--- src/rtl/ledwater_seq_ctrl.sv ---
// ledwater_seq_ctrl: sequencer for a bank of LED_W water-light LEDs.
//   An internal prescaler divides clk_50M by TICK_DIV to make animation steps.
//   Four animation modes are available: FILL, DRAIN, CHASE and BOUNCE.
//   run is a level: 1 animates, 0 pauses. A pause freezes the step and the prescaler.
//   Mode changes use a req/ack handshake. One capture is made per assertion of mode_req.
// Ports:
//   clk_50M      system clock
//   rst          synchronous, active-high reset
//   run          1 = animate, 0 = pause
//   mode_req     mode-change request, held until mode_ack
//   mode_sel     requested mode (0 FILL, 1 DRAIN, 2 CHASE, 3 BOUNCE)
//   mode_ack     one-cycle pulse when the requested mode is loaded
//   step_tick    one-cycle pulse on each animation step
//   pattern_done one-cycle pulse when the step index wraps to 0
//   dataout      registered LED drive
// Build option: define LEDWATER_ACTIVE_HIGH_EN to drive 1 = lit (all zeros when idle).
//   By default the LEDs are active-low (all ones when idle).
module ledwater_seq_ctrl #(
  parameter int LED_W    = 12,
  parameter int TICK_DIV = 12500000
) (
  input  logic             clk_50M,
  input  logic             rst,
  input  logic             run,
  input  logic             mode_req,
  input  logic [1:0]       mode_sel,
  output logic             mode_ack,
  output logic             step_tick,
  output logic             pattern_done,
  output logic [LED_W-1:0] dataout
);
  localparam int PW = $clog2(TICK_DIV);
  localparam int SW = $clog2(2*LED_W);   // the widest step index is the BOUNCE index 2N-3
  localparam logic [PW-1:0] PRESC_LAST = PW'(TICK_DIV-1);

  typedef enum logic [1:0] {IDLE, RUN, PAUSE} state_t;
  typedef enum logic [1:0] {FILL, DRAIN, CHASE, BOUNCE} mode_t;

  state_t          state, state_n;
  mode_t           mode, mode_n, pend_sel, pend_sel_n;
  logic [SW-1:0]   step, step_n, last_step;
  logic [PW-1:0]   presc, presc_n;
  logic            pending, pending_n, armed, armed_n;
  logic            ack_n, tick_n, done_n;
  logic [LED_W-1:0] lit, drive, dout_n;
  int              bounce_idx;

`ifdef LEDWATER_ACTIVE_HIGH_EN
  localparam logic [LED_W-1:0] LED_OFF = '0;
  assign drive = lit;
`else
  localparam logic [LED_W-1:0] LED_OFF = '1;
  assign drive = ~lit;
`endif

  // Build the lit pattern bit by bit from the current mode and step.
  always_comb begin
    lit = '0;
    bounce_idx = (int'(step) < LED_W) ? int'(step) : 2*LED_W - 2 - int'(step);
    for (int i = 0; i < LED_W; i++) begin
      case (mode)
        FILL:    lit[i] = (i < int'(step));
        DRAIN:   lit[i] = (i < LED_W - int'(step));
        CHASE:   lit[i] = (i == int'(step));
        default: lit[i] = (i == bounce_idx);
      endcase
    end
  end

  always_comb begin
    case (mode)
      FILL, DRAIN: last_step = SW'(LED_W);
      CHASE:       last_step = SW'(LED_W - 1);
      default:     last_step = SW'(2*LED_W - 3);
    endcase
  end

  always_ff @(posedge clk_50M) begin
    if (rst) begin
      state        <= IDLE;
      mode         <= FILL;
      step         <= '0;
      presc        <= '0;
      pending      <= 1'b0;
      pend_sel     <= FILL;
      armed        <= 1'b1;
      mode_ack     <= 1'b0;
      step_tick    <= 1'b0;
      pattern_done <= 1'b0;
      dataout      <= LED_OFF;
    end else begin
      state        <= state_n;
      mode         <= mode_n;
      step         <= step_n;
      presc        <= presc_n;
      pending      <= pending_n;
      pend_sel     <= pend_sel_n;
      armed        <= armed_n;
      mode_ack     <= ack_n;
      step_tick    <= tick_n;
      pattern_done <= done_n;
      dataout      <= dout_n;
    end
  end

  always_comb begin
    state_n    = state;
    mode_n     = mode;
    step_n     = step;
    presc_n    = presc;
    pending_n  = pending;
    pend_sel_n = pend_sel;
    armed_n    = armed;
    ack_n      = 1'b0;
    tick_n     = 1'b0;
    done_n     = 1'b0;
    // dataout follows the step register one cycle later.
    dout_n     = (state == IDLE) ? LED_OFF : drive;

    // armed re-arms only when mode_req is seen low. A request held through its ack
    // is therefore captured only once.
    if (!mode_req) armed_n = 1'b1;
    if (mode_req && !pending && armed) begin
      pend_sel_n = mode_t'(mode_sel);
      pending_n  = 1'b1;
      armed_n    = 1'b0;
    end

    case (state)
      RUN: begin
        if (presc == PRESC_LAST) begin
          presc_n = '0;
          tick_n  = 1'b1;
          if (pending) begin
            // A pending change takes this tick in place of a normal advance.
            mode_n    = pend_sel;
            step_n    = '0;
            pending_n = 1'b0;
            ack_n     = 1'b1;
          end else if (step == last_step) begin
            step_n = '0;
            done_n = 1'b1;
          end else begin
            step_n = step + 1'b1;
          end
        end else begin
          presc_n = presc + 1'b1;
        end
        // The tick in this cycle still completes before the pause takes effect.
        if (!run) state_n = PAUSE;
      end
      default: begin
        // IDLE or PAUSE: a pending change applies at once and holds the state.
        if (pending) begin
          mode_n    = pend_sel;
          step_n    = '0;
          presc_n   = '0;
          pending_n = 1'b0;
          ack_n     = 1'b1;
        end else if (run) begin
          state_n = RUN;
          if (state == IDLE) begin
            step_n  = '0;
            presc_n = '0;
          end
        end
      end
    endcase
  end
endmodule

--- config.mk ---
export PLATFORM = sky130hd
export DESIGN_NAME = ledwater_seq_ctrl
export DESIGN_NICKNAME = d
export VERILOG_FILES = /design/src/rtl/ledwater_seq_ctrl.sv
export SDC_FILE = /design/constraint.sdc
export NUM_CORES = 1
export LEC_CHECK = 0
export BUFFER_PORTS_ARGS = -buffer_cell sky130_fd_sc_hd__buf_2
export CORE_MARGIN = 10
export CORE_UTILIZATION = 60
export CTS_BUF_LIST = sky130_fd_sc_hd__clkbuf_8
export CTS_CLUSTER_SIZE = 40
export DETAILED_ROUTE_END_ITERATION = 6
export HOLD_SLACK_MARGIN = 0.02
export PLACE_DENSITY = 0.85
export SYNTH_ARGS = -nofsm -noshare
export SYNTH_HDL_FRONTEND = slang
export SYNTH_SLANG_ARGS = --single-unit
--- constraint.sdc ---
create_clock -name clk_50M -period 3.34 [get_ports clk_50M]
set_input_delay 0.334 -clock clk_50M [delete_from_list [all_inputs] [get_ports clk_50M]]
set_output_delay 0.334 -clock clk_50M [all_outputs]
set_load 0.01 [all_outputs]
==> results.sh <==
export IMPL_seq_area_um2=1040
export IMPL_fin_setup_tns_ns=0
export IMPL_synth_cells=377
export IMPL_layout_common_cells="dfxtp_1, nor2_1, nand2_1"
export IMPL_cts_buffers=5
export IMPL_cts_path_max_buffers=2
export IMPL_synth_compound_area_share_pct=19.4
export IMPL_setup_ws_ns=0.600
export IMPL_n_fill_cell=392
export IMPL_die_w_um=90.8
export IMPL_final_cell_area_um2=3220
export IMPL_totalWireLength_mm=7.25
export IMPL_holdWs_ns=0.229
export IMPL_yosys_area_share_simple_pct=29.3
export IMPL_fin_crit_sh_pct=82.0
export IMPL_required_ns=3.49
export IMPL_antenna_diode_count=0
export IMPL_fp_row_count=25
export IMPL_drc_errors=0
export IMPL_synth_fa_ha_area_share_pct=2.83
export IMPL_finalSetupViolCount=0
export IMPL_synth_top_family_by_area="simple AND/OR/NAND/NOR gates"
export IMPL_path_clk_slew_ns=0.09
export IMPL_worstMarginPinSlew_ns=0.851
export IMPL_postCtsSetupBuffers=0
export IMPL_final_hold_violation_count=0
export IMPL_cts_sinks=52
export IMPL_timing_fmax_mhz=365
export IMPL_grt_antenna_before_repair=0
export IMPL_ys_flop_type="dfxtp_1"
export IMPL_ys_seq_elements=52
export IMPL_synthesis_area_um2=3010
export IMPL_post_cts_resize_count=0
export IMPL_status="finished, final reports clean"
export IMPL_hold_path_class="in2reg"
export IMPL_cap_viol_max_count=0
export IMPL_start_kind="flop"
export IMPL_synthArstFlopShare_pct=0
export IMPL_fp_coreArea_um2=4790
export IMPL_synth_cell_types=60
export IMPL_vias=2857
export IMPL_ys_warn_count=0
export IMPL_fin_nets=396
export IMPL_clock_latency_ns=0.31
export IMPL_syn2layout_area_growth_pct=7.12
export IMPL_io_buffers=20
export IMPL_synth_net_count=389
export IMPL_first_pass_iters=6
export IMPL_peakVddDrop_v=0.000285
export IMPL_ant_nets=0
export IMPL_grt_ovfl_total=0
export IMPL_grt_pass1_vias=2519
export IMPL_multi_input_area_um2=1840
export IMPL_final_layout_size_suffix_gt1_share_pct=11.2
export IMPL_vias_per_cell=6.32
export IMPL_synth_mux_area_share_pct=3.45
export IMPL_gp_congestion=1.00
export IMPL_synth_xor_area_share_pct=6.12
export IMPL_tritoncts="built"
export IMPL_pre_cts_ws_ns=0.662
export IMPL_relSlewSlack_pct=43.2
export IMPL_dpl_hpwl_mm=5.08
export IMPL_fin_crit_ns=2.74
export IMPL_ios=21
export IMPL_slew_viol_final=0
export IMPL_fp_dieH_um=90.8
export IMPL_postPlaceCellArea_um2=3130
export IMPL_arrival_ns=2.89
export IMPL_grt_use_total_pct=17.0
export IMPL_dieArea_um2=8240
export IMPL_start_util_pct=62.8
export IMPL_p_total_mw=1.08
export IMPL_fin_skew_ns=0.00784
export IMPL_synth_area_per_cell_um2=7.98
export IMPL_rsz0062_at_grt="no"
export IMPL_critical_path_max_fanout=19
export IMPL_synth_seq_area_share_pct=34.6
export IMPL_grt_pass1_wl_mm=12.1
export IMPL_post_drt_wl_per_cell_um=16.0
export IMPL_end_kind="flop"
export IMPL_first_iter_violations=365
export IMPL_root_buffer="clkbuf_8"
export IMPL_leakage_nw=1.13
export IMPL_p_per_area_nw_per_um2=335
export IMPL_h_tree_depth=2
export IMPL_layout_commonest_cell="dfxtp_1"
export IMPL_synth_edff_count=0
export IMPL_crit_type="reg2reg"
export IMPL_ctsHoldBuffers=0
export IMPL_grt_max_degree=26
-- flip-flops by register name (all words and copies together), names as in the netlist --
register	flops
pending	1
step	5
pattern_done	1
step_tick	1
pend_sel	2
presc	24
armed	1
dataout	12
mode_ack	1
mode	2
state	2
-- logic make-up (layout without fill, tap and decap cells) --
group,Yosys count,count (layout)
DFF,52,52
and+or+nand+nor,169,169
xor gates and xnor gates,21,21
AOI/OAI and AO/OA,85,85
adders and majority gates,7,7
buffers and inverters,33,41
muxes,10,10
-- synthesized netlist by cell type, drive strengths merged (2+ instances only) --
library cell	instances	area share, %
nand4	8	1.7
a22oi	3	0.75
a211o	2	0.58
o21ai	19	3.2
xor2	7	2.0
o211ai	4	1.0
dfxtp	52	35
nand2	29	3.6
a2bb2oi	3	0.87
nor2	45	5.6
a21o	3	0.75
ha	6	2.5
nor2b	7	1.5
nand3	17	2.8
a211oi	2	0.50
or2	5	1.0
nand2b	12	2.5
inv	9	1.1
a21oi	19	3.3
o2111ai	2	0.58
nor3	11	2.2
and3	7	1.5
and4	3	0.87
nand3b	3	0.75
clkbuf	17	2.1
o21a	4	1.0
nor4	12	2.7
o22ai	4	0.83
o311ai	3	0.87
mux2	3	1.1
buf	7	1.0
a221o	3	1.0
mux2i	7	2.3
nor4b	2	0.58
nor3b	2	0.50
or3	2	0.42
xnor2	14	4.1
-- where the power goes --
part | switching [mW] | internal, mW
sequential | 0.00983 | 0.628
clock | 0.204 | 0.166
combinational | 0.0454 | 0.0256
total | 0.259 | 0.820
-- metal layers --
layer | part of all wire [%] | track usage (%) | vias up
met2 | 46 | 26.0 | 136
met1 | 44 | 22.7 | 1327
met5 | 0 | 0 | -
li1 | - | - | 1381
met3 | 8.7 | 4.49 | 13
met4 | 1.4 | 5.09 | 0
-- worst max-delay path, stage by stage, from the launching register on --
cell	delay, ns
dfxtp_1	0.69
inv_1	0.17
ha_1	0.35
nand2b_1	0.24
a2111oi_0	0.80
o21a_1	0.22
o311ai_0	0.12
-- cell type report --
class	count	share of cell area, %
multi-input combinational	292	57.1
sequential	52	32.3
timing repair buffer	24	4.04
tap	67	2.60
clock buffer	6	2.56
inverter	9	1.05
clock inverter	2	0.350
-- path summary, 6_finish.rpt --
| path | end | slack, ns | cells past startpoint | from |
|---|---|---|---|---|
| worst max register to register | dataout[10] | 0.60 | 6 | step[0] |
| worst min-delay path | armed | 0.23 | 2 | mode_req |
| worst max-delay path | dataout[10] | 0.60 | 6 | step[0] |
| worst min register to register | armed | 0.49 | 2 | armed |
-- per-stage QoR --
step | std cells | utilization (%)
final | 452 | 67.3
after global routing | 452 | 67.3
after CTS | 452 | 67.3
after detailed placement | 444 | 65.3
after global placement | 444 | 65.3
after floorplan | 377 | -
(Power assumes the default switching activity.)
